===== src/rtl/trash_pkg.sv =====
`default_nettype none
// ============================================================================
// Module      : trash_pkg
// Description : Shared types and constants for the trash CPU fetch front end.
//               fetch_state_t - fetch FSM state encoding
//               instr_word_t  - 16-bit instruction word
//               TRASH_BYTE_W  - width of the program load bus
// Revision    : 1.0 - initial release
// ============================================================================
package trash_pkg;

    localparam int TRASH_BYTE_W = 8;

    typedef enum logic [1:0] {
        IDLE  = 2'd0,
        LOAD  = 2'd1,
        FETCH = 2'd2,
        HALT  = 2'd3
    } fetch_state_t;

    typedef logic [15:0] instr_word_t;

endpackage : trash_pkg
`default_nettype wire


===== src/rtl/trash_prog_store.sv =====
`default_nettype none
// ============================================================================
// Module      : trash_prog_store
// Description : DEPTH x 16-bit flop-based program store. One synchronous
//               write port, one asynchronous read port. Contents are not
//               reset.
// Ports       : clk    in   clock
//               we     in   write enable
//               waddr  in   write word address
//               wdata  in   write word
//               raddr  in   read word address
//               rdata  out  word at raddr (combinational)
// Revision    : 1.0 - initial release
// ============================================================================
module trash_prog_store
    import trash_pkg::*;
#(
    parameter int DEPTH = 8,
    localparam int AW = $clog2(DEPTH)
) (
    input  logic          clk,
    input  logic          we,
    input  logic [AW-1:0] waddr,
    input  instr_word_t   wdata,
    input  logic [AW-1:0] raddr,
    output instr_word_t   rdata
);

    instr_word_t mem [DEPTH];

    always_ff @(posedge clk) begin
        if (we) begin
            mem[waddr] <= wdata;
        end
    end

    assign rdata = mem[raddr];

endmodule : trash_prog_store
`default_nettype wire


===== src/rtl/trash_fetch_unit.sv =====
`default_nettype none
// ============================================================================
// Module      : trash_fetch_unit
// Description : Trash CPU front end. Packs a byte stream from the pin bus
//               into 16-bit words in the program store (LOAD), then streams
//               words to the execution stage over valid/ready (FETCH),
//               following jump redirects and halting on a bad target or an
//               empty program.
// Ports       : clk, reset (sync, active-high)
//               load_mode, load_valid, load_byte   - program load bus
//               run                                - fetch enable (level)
//               instr_valid/instr_ready/instr/instr_pc - instruction stream
//               redirect_valid, redirect_addr      - jump from execution
//               prog_len, halted, odd_drop         - status
//               cksum                              - XOR of loaded bytes
// Config      : TRASH_LOAD_CKSUM_EN - when defined, adds the cksum port and
//               its register; otherwise both are absent.
// Revision    : 1.0 - initial release
// ============================================================================
module trash_fetch_unit
    import trash_pkg::*;
#(
    parameter int DEPTH = 8,
    localparam int AW = $clog2(DEPTH)
) (
    input  logic                    clk,
    input  logic                    reset,
    input  logic                    load_mode,
    input  logic                    load_valid,
    input  logic [TRASH_BYTE_W-1:0] load_byte,
    input  logic                    run,
    output logic                    instr_valid,
    input  logic                    instr_ready,
    output instr_word_t             instr,
    output logic [AW-1:0]           instr_pc,
    input  logic                    redirect_valid,
    input  logic [AW-1:0]           redirect_addr,
    output logic [AW:0]             prog_len,
    output logic                    halted,
    output logic                    odd_drop
`ifdef TRASH_LOAD_CKSUM_EN
    ,
    output logic [TRASH_BYTE_W-1:0] cksum
`endif
);

    localparam logic [1:0] ST_IDLE  = IDLE;
    localparam logic [1:0] ST_LOAD  = LOAD;
    localparam logic [1:0] ST_FETCH = FETCH;
    localparam logic [1:0] ST_HALT  = HALT;

    localparam logic [AW:0] LEN_FULL = (AW+1)'(DEPTH);

    logic [1:0]              state;
    logic [AW-1:0]           wr_ptr;
    logic [AW-1:0]           pc;
    logic                    phase;      // 0 = expecting low byte
    logic [TRASH_BYTE_W-1:0] lo_byte;

    logic                    enter_load;
    logic                    byte_accept;
    logic                    mem_we;
    logic                    handshake;
    logic                    redirect_ok;
    logic [AW:0]             pc_plus;
    logic [AW-1:0]           pc_inc;
    logic [AW-1:0]           rd_addr;
    instr_word_t             rd_data;

    assign enter_load  = load_mode && (state != ST_LOAD);
    assign byte_accept = (state == ST_LOAD) && load_valid;
    assign mem_we      = byte_accept && phase;
    assign handshake   = instr_valid && instr_ready;
    assign redirect_ok = ({1'b0, redirect_addr} < prog_len);

    // Sequential successor wraps back to word 0 after the last loaded word,
    // not after DEPTH-1, so short programs loop on themselves.
    assign pc_plus = {1'b0, pc} + 1'b1;
    assign pc_inc  = (pc_plus == prog_len) ? '0 : pc_plus[AW-1:0];

    // Single read port: the address is whatever word will be presented
    // next. Redirect wins over the sequential step.
    always_comb begin
        rd_addr = pc;
        if (redirect_valid) begin
            rd_addr = redirect_addr;
        end else if (handshake) begin
            rd_addr = pc_inc;
        end
    end

    trash_prog_store #(
        .DEPTH (DEPTH)
    ) u_store (
        .clk   (clk),
        .we    (mem_we),
        .waddr (wr_ptr),
        .wdata ({load_byte, lo_byte}),
        .raddr (rd_addr),
        .rdata (rd_data)
    );

    always_ff @(posedge clk) begin
        if (reset) begin
            state       <= ST_IDLE;
            instr_valid <= 1'b0;
            instr       <= '0;
            instr_pc    <= '0;
            prog_len    <= '0;
            halted      <= 1'b0;
            odd_drop    <= 1'b0;
            wr_ptr      <= '0;
            phase       <= 1'b0;
            lo_byte     <= '0;
            pc          <= '0;
        end else if (enter_load) begin
            // load_mode outranks everything outside LOAD
            state       <= ST_LOAD;
            instr_valid <= 1'b0;
            halted      <= 1'b0;
            wr_ptr      <= '0;
            prog_len    <= '0;
            phase       <= 1'b0;
            odd_drop    <= 1'b0;
        end else begin
            case (state)
                ST_IDLE: begin
                    if (run) begin
                        if (prog_len != '0) begin
                            state <= ST_FETCH;
                            pc    <= '0;
                        end else begin
                            state  <= ST_HALT;
                            halted <= 1'b1;
                        end
                    end
                end

                ST_LOAD: begin
                    if (load_valid) begin
                        phase <= ~phase;
                        if (!phase) begin
                            lo_byte <= load_byte;
                        end else begin
                            wr_ptr <= wr_ptr + 1'b1;
                            if (prog_len != LEN_FULL) begin
                                prog_len <= prog_len + 1'b1;
                            end
                        end
                    end
                    if (!load_mode) begin
                        state <= ST_IDLE;
                        // A byte accepted on the exit cycle still counts
                        // toward the pairing.
                        odd_drop <= phase ^ load_valid;
                    end
                end

                ST_FETCH: begin
                    if (redirect_valid) begin
                        if (redirect_ok) begin
                            instr       <= rd_data;
                            instr_pc    <= redirect_addr;
                            pc          <= redirect_addr;
                            instr_valid <= 1'b1;
                        end else begin
                            state       <= ST_HALT;
                            halted      <= 1'b1;
                            instr_valid <= 1'b0;
                        end
                    end else if (!instr_valid || handshake) begin
                        if (!run) begin
                            // Outstanding word has been taken; stop here.
                            state       <= ST_IDLE;
                            instr_valid <= 1'b0;
                        end else begin
                            instr       <= rd_data;
                            instr_pc    <= rd_addr;
                            pc          <= rd_addr;
                            instr_valid <= 1'b1;
                        end
                    end
                end

                ST_HALT: begin
                    instr_valid <= 1'b0;
                    halted      <= 1'b1;
                end

                default: begin
                    state <= ST_IDLE;
                end
            endcase
        end
    end

`ifdef TRASH_LOAD_CKSUM_EN
    always_ff @(posedge clk) begin
        if (reset || enter_load) begin
            cksum <= '0;
        end else if (byte_accept) begin
            cksum <= cksum ^ load_byte;
        end
    end
`endif

endmodule : trash_fetch_unit
`default_nettype wire


===== config.mk =====
export PLATFORM = sky130hd
export DESIGN_NAME = trash_fetch_unit
export DESIGN_NICKNAME = d
export VERILOG_FILES = /design/src/rtl/trash_pkg.sv /design/src/rtl/trash_prog_store.sv /design/src/rtl/trash_fetch_unit.sv
export SDC_FILE = /design/constraint.sdc
export NUM_CORES = 1
export LEC_CHECK = 0
export ABC_AREA = 1
export CAP_MARGIN = 20
export CORE_MARGIN = 2
export CORE_UTILIZATION = 55
export DETAILED_ROUTE_END_ITERATION = 6
export GPL_TIMING_DRIVEN = 0
export PLACE_DENSITY = 0.73
export SYNTH_ARGS = -nofsm -noshare
export SYNTH_HDL_FRONTEND = slang
export SYNTH_HIERARCHICAL = 1
export SYNTH_SLANG_ARGS = --single-unit

===== constraint.sdc =====
create_clock -name clk -period 6.8 [get_ports clk]
set_clock_uncertainty 0.15 [all_clocks]
set_input_delay 2.04 -clock clk [delete_from_list [all_inputs] [get_ports clk]]
set_output_delay 2.04 -clock clk [all_outputs]
set_load 0.05 [all_outputs]

==> run_summary.xml <==
<?xml version="1.0" encoding="UTF-8"?>
<metrics>
  <group name="floorplanning">
    <metric name="core-area" unit="sq mm">0.0140</metric>
    <metric name="floorplan.die_area" unit="sq mm">0.0154</metric>
    <metric name="die_width" unit="um">124</metric>
    <metric name="top_level_ports" unit="">44</metric>
    <metric name="start_util" unit="%">56.7</metric>
    <metric name="die_height" unit="um">124</metric>
    <metric name="core.rowCount" unit="">43</metric>
  </group>
  <group name="layout">
    <metric name="final_net_count" unit="">980</metric>
    <metric name="area_growth_syn_to_layout" unit="%">16.8</metric>
    <metric name="num_antenna_cells" unit="">0</metric>
    <metric name="layout-drive-gt1-share" unit="%">9.88</metric>
    <metric name="final_util" unit="%">66.2</metric>
  </group>
  <group name="clocking">
    <metric name="postCtsResizedCells" unit="">0</metric>
    <metric name="cts.htree.levels" unit="">4</metric>
    <metric name="library_cell_used_as_clock_root_buffer" unit="">sky130_fd_sc_hd__clkbuf_16</metric>
    <metric name="cts_hold_repair.buffers" unit="">0</metric>
    <metric name="worstSkewPairLatency" unit="ps">420</metric>
    <metric name="clock_edge_transition_at_the_registers_on_the_reported_setup_and_hold_paths" unit="ps">60</metric>
    <metric name="cts_made_buffers" unit="">17</metric>
    <metric name="clkSinkCount" unit="">171</metric>
    <metric name="cts_tree" unit="">built</metric>
    <metric name="cts-root-to-sink-buffers" unit="">2</metric>
    <metric name="cts.repair_timing.setup_buffer_count" unit="">0</metric>
  </group>
  <group name="timing">
    <metric name="worst_pin_slew" unit="ps">1020</metric>
    <metric name="finalWorstPathRequiredPeriod" unit="ps">4070</metric>
    <metric name="fmax" unit="GHz">0.246</metric>
    <metric name="final_hold_viol_count" unit="">0</metric>
    <metric name="final_critical_path_setup_slack" unit="ps">2730</metric>
    <metric name="unrepaired_setup_endpoints_after_global_routing" unit="">no</metric>
    <metric name="timing_max_transition_violations_final" unit="">0</metric>
    <metric name="tns" unit="ps">0</metric>
    <metric name="worst_slew_margin_rel" unit="%">31.8</metric>
    <metric name="finalSetupViolCount" unit="">0</metric>
    <metric name="final.period_utilization" unit="%">59.8</metric>
  </group>
  <group name="job">
    <metric name="maxCapViolCount" unit="">0</metric>
  </group>
  <group name="power_and_ir_drop">
    <metric name="totalPowerFinal" unit="mW">2.71</metric>
    <metric name="power-per-cell-area" unit="mW/mm^2">292</metric>
    <metric name="peakVddDrop" unit="mV">0.188</metric>
    <metric name="cellLeakagePower" unit="nW">4.19</metric>
  </group>
  <group name="synth">
    <metric name="synthesis.instances" unit="">884</metric>
    <metric name="synth-edff-count" unit="">128</metric>
    <metric name="synth.top_cells.by_count" unit="">sky130_fd_sc_hd__nand2_1 (266), sky130_fd_sc_hd__inv_1 (165), sky130_fd_sc_hd__edfxtp_1 (128)</metric>
    <metric name="netlist.top_cell.by_area" unit="">sky130_fd_sc_hd__edfxtp_1</metric>
    <metric name="yosysTopAreaCellShare" unit="%">48.5</metric>
    <metric name="synth.ff_latch_count" unit="">171</metric>
    <metric name="yosys.cell_count.top_type" unit="">sky130_fd_sc_hd__nand2_1</metric>
    <metric name="share_of_flip_flops_with_an_asynchronous_set_or_reset" unit="%">0</metric>
    <metric name="yosys-top-cells-area" unit="">sky130_fd_sc_hd__edfxtp_1 (48%), sky130_fd_sc_hd__nand2_1 (13%), sky130_fd_sc_hd__dfxtp_1 (11%)</metric>
    <metric name="synth_sequential_area_ratio" unit="%">59.3</metric>
    <metric name="post_synth_num_cell_types" unit="">35</metric>
    <metric name="synth-main-ff-cell" unit="">sky130_fd_sc_hd__edfxtp_1</metric>
    <metric name="nets_in_the_synthesized_netlist" unit="">915</metric>
    <metric name="synthesis.area_per_instance" unit="sq um">8.97</metric>
    <metric name="syn-cell-area" unit="sq mm">0.00793</metric>
    <metric name="yosys_warnings" unit="">6</metric>
  </group>
  <group name="place">
    <metric name="dp_worst_setup_slack" unit="ps">2360</metric>
    <metric name="placement.io_buffers" unit="">42</metric>
    <metric name="post-dp-hpwl" unit="um">12400</metric>
    <metric name="placer_s_final_routability_congestion_estimate" unit="">0.895</metric>
  </group>
  <group name="drt">
    <metric name="drc" unit="">0</metric>
    <metric name="drt_first_iter_violations" unit="">603</metric>
    <metric name="drt-pass1-iter-count" unit="">5</metric>
    <metric name="routed-via-count" unit="">5971</metric>
    <metric name="average_vias_per_placed_instance" unit="">5.23</metric>
    <metric name="finalWirelength" unit="um">18200</metric>
    <metric name="route.antenna.remaining_nets" unit="">0</metric>
    <metric name="wl_per_cell" unit="um">15.9</metric>
  </group>
  <group name="setup_path">
    <metric name="cp_common_cell" unit="">sky130_fd_sc_hd__nand2_1</metric>
    <metric name="critical_path_peak_fanout" unit="">10</metric>
    <metric name="setup.worst_path.start_class" unit="">primary input</metric>
    <metric name="crit_path_max_delay_family" unit="">buffers and inverters</metric>
    <metric name="critical_path.cell_chain" unit="">clkdlybuf4s50_1, nand2_1, a21oi_1, nand2_1, nand2_1, inv_1, buf_6, inv_1, buf_6, nand3_1, nand2_1, nand2_1, nand2_1, nor2_2, nor2_1</metric>
    <metric name="critical_path_class" unit="">primary input to flop</metric>
    <metric name="worstPathRequired" unit="ps">7010</metric>
    <metric name="worst_path_max_delay_cell" unit="">sky130_fd_sc_hd__clkdlybuf4s50_1</metric>
    <metric name="worst_setup_path_end_kind" unit="">flop</metric>
    <metric name="worstPathArrival" unit="ps">4280</metric>
    <metric name="critical_path.max_stage_delay" unit="ps">480</metric>
    <metric name="path_buf_inv" unit="">5</metric>
  </group>
  <group name="global_route">
    <metric name="grt_first_pass_wirelength" unit="um">28200</metric>
    <metric name="grtUsageTotal" unit="%">25.0</metric>
    <metric name="largest_net_degree_at_the_start_of_global_routing" unit="">17</metric>
    <metric name="first_global_vias" unit="">5617</metric>
    <metric name="antenna_found_initial" unit="">0</metric>
    <metric name="global_route.overflow_total" unit="">0</metric>
  </group>
  <group name="worst_hold_path">
    <metric name="hp-class" unit="">flop to flop</metric>
  </group>
  <group name="status">
    <metric name="run_status" unit="">finished, final reports clean</metric>
  </group>
</metrics>
## flip-flops by register name (all words and copies together), names as in the netlist
signal,flops
lo_byte,8
pc,3
halted,1
instr,16
state,2
instr_valid,1
instr_pc,3
phase,1
odd_drop,1
wr_ptr,3
prog_len,4
u_store/mem,128
## area by class of cell
class	instances	area, sq um
Buffer	29	230
Clock buffer	26	520
Clock inverter	6	83.8
Fill cell	1109	4730
Inverter	171	644
Multi-Input combinational cell	513	2370
Sequential cell	171	4700
Tap cell	180	225
Timing Repair Buffer	46	480
## metal layers
| layer | GRT usage (%) | up-vias | wire length [um] |
|---|---|---|---|
| met1 | 32.8 | 2801 | 7700 |
| met5 | 0 | - | 0 |
| met3 | 4.58 | 39 | 1150 |
| met2 | 40.2 | 229 | 8710 |
| met4 | 12.2 | 0 | 616 |
| li1 | - | 2902 | - |
## stage by stage
step                area (sq um)  hold slack [ps]  std cells
detailed placement          8660              307       1110
finish                      9260              312       1142
global route                9260              345       1142
CTS                         9260              319       1142
floorplan                   7930              309        884
global placement            8580              295       1106
## tightest hold or removal path: stages (launching register included)
cell	delay [ps]
sky130_fd_sc_hd__dfxtp_1	310
sky130_fd_sc_hd__nand2_1	60
sky130_fd_sc_hd__a21oi_1	50
## cell families (layout without fill, tap and decap cells)
| logic type | after synthesis | in the layout | share of synthesized area (%) |
|---|---|---|---|
| adder cells (fa/ha/maj) | 13 | 13 | 2.05 |
| buffers and inverters | 200 | 278 | 11.0 |
| AND/OR/NAND/NOR | 439 | 439 | 23.1 |
| AO/OA/AOI/OAI | 58 | 58 | 4.12 |
| XOR/XNOR | 3 | 3 | 0.331 |
| flip-flops | 171 | 171 | 59.3 |
## placed cells by master, fill, tap and decap left out, types with 13 or more instances in the layout
master and n:
sky130_fd_sc_hd__inv_1 165, sky130_fd_sc_hd__nand3_1 78, sky130_fd_sc_hd__ha_1 13, sky130_fd_sc_hd__nor2_2 19, sky130_fd_sc_hd__nor2_1 60, sky130_fd_sc_hd__dfxtp_1 43
sky130_fd_sc_hd__clkbuf_16 18, sky130_fd_sc_hd__nand2_1 266, sky130_fd_sc_hd__edfxtp_1 128, sky130_fd_sc_hd__a21oi_1 23, sky130_fd_sc_hd__clkdlybuf4s50_1 42, sky130_fd_sc_hd__o21ai_1 15
## power by group
part           leakage, nW  switching (mW)  internal, mW  total, mW
registers             1.51          0.0544          1.18       1.24
logic                 2.38           0.332         0.160      0.492
clock network        0.299           0.374         0.602      0.976
## path summary, 6_finish.rpt
kind	startpoint	endpoint	slack [ps]	cells after the start
worst max-delay path	instr_ready	instr[9]$_SDFFE_PP0P_	2730	15
worst min-delay path	odd_drop$_SDFFE_PP0P_	odd_drop$_SDFFE_PP0P_	310	2
worst min register to register	odd_drop$_SDFFE_PP0P_	odd_drop$_SDFFE_PP0P_	310	2
worst max register to register	pc[0]$_SDFFE_PP0P_	instr[9]$_SDFFE_PP0P_	3990	17
Note: power is estimated with default switching activity, not from simulation.
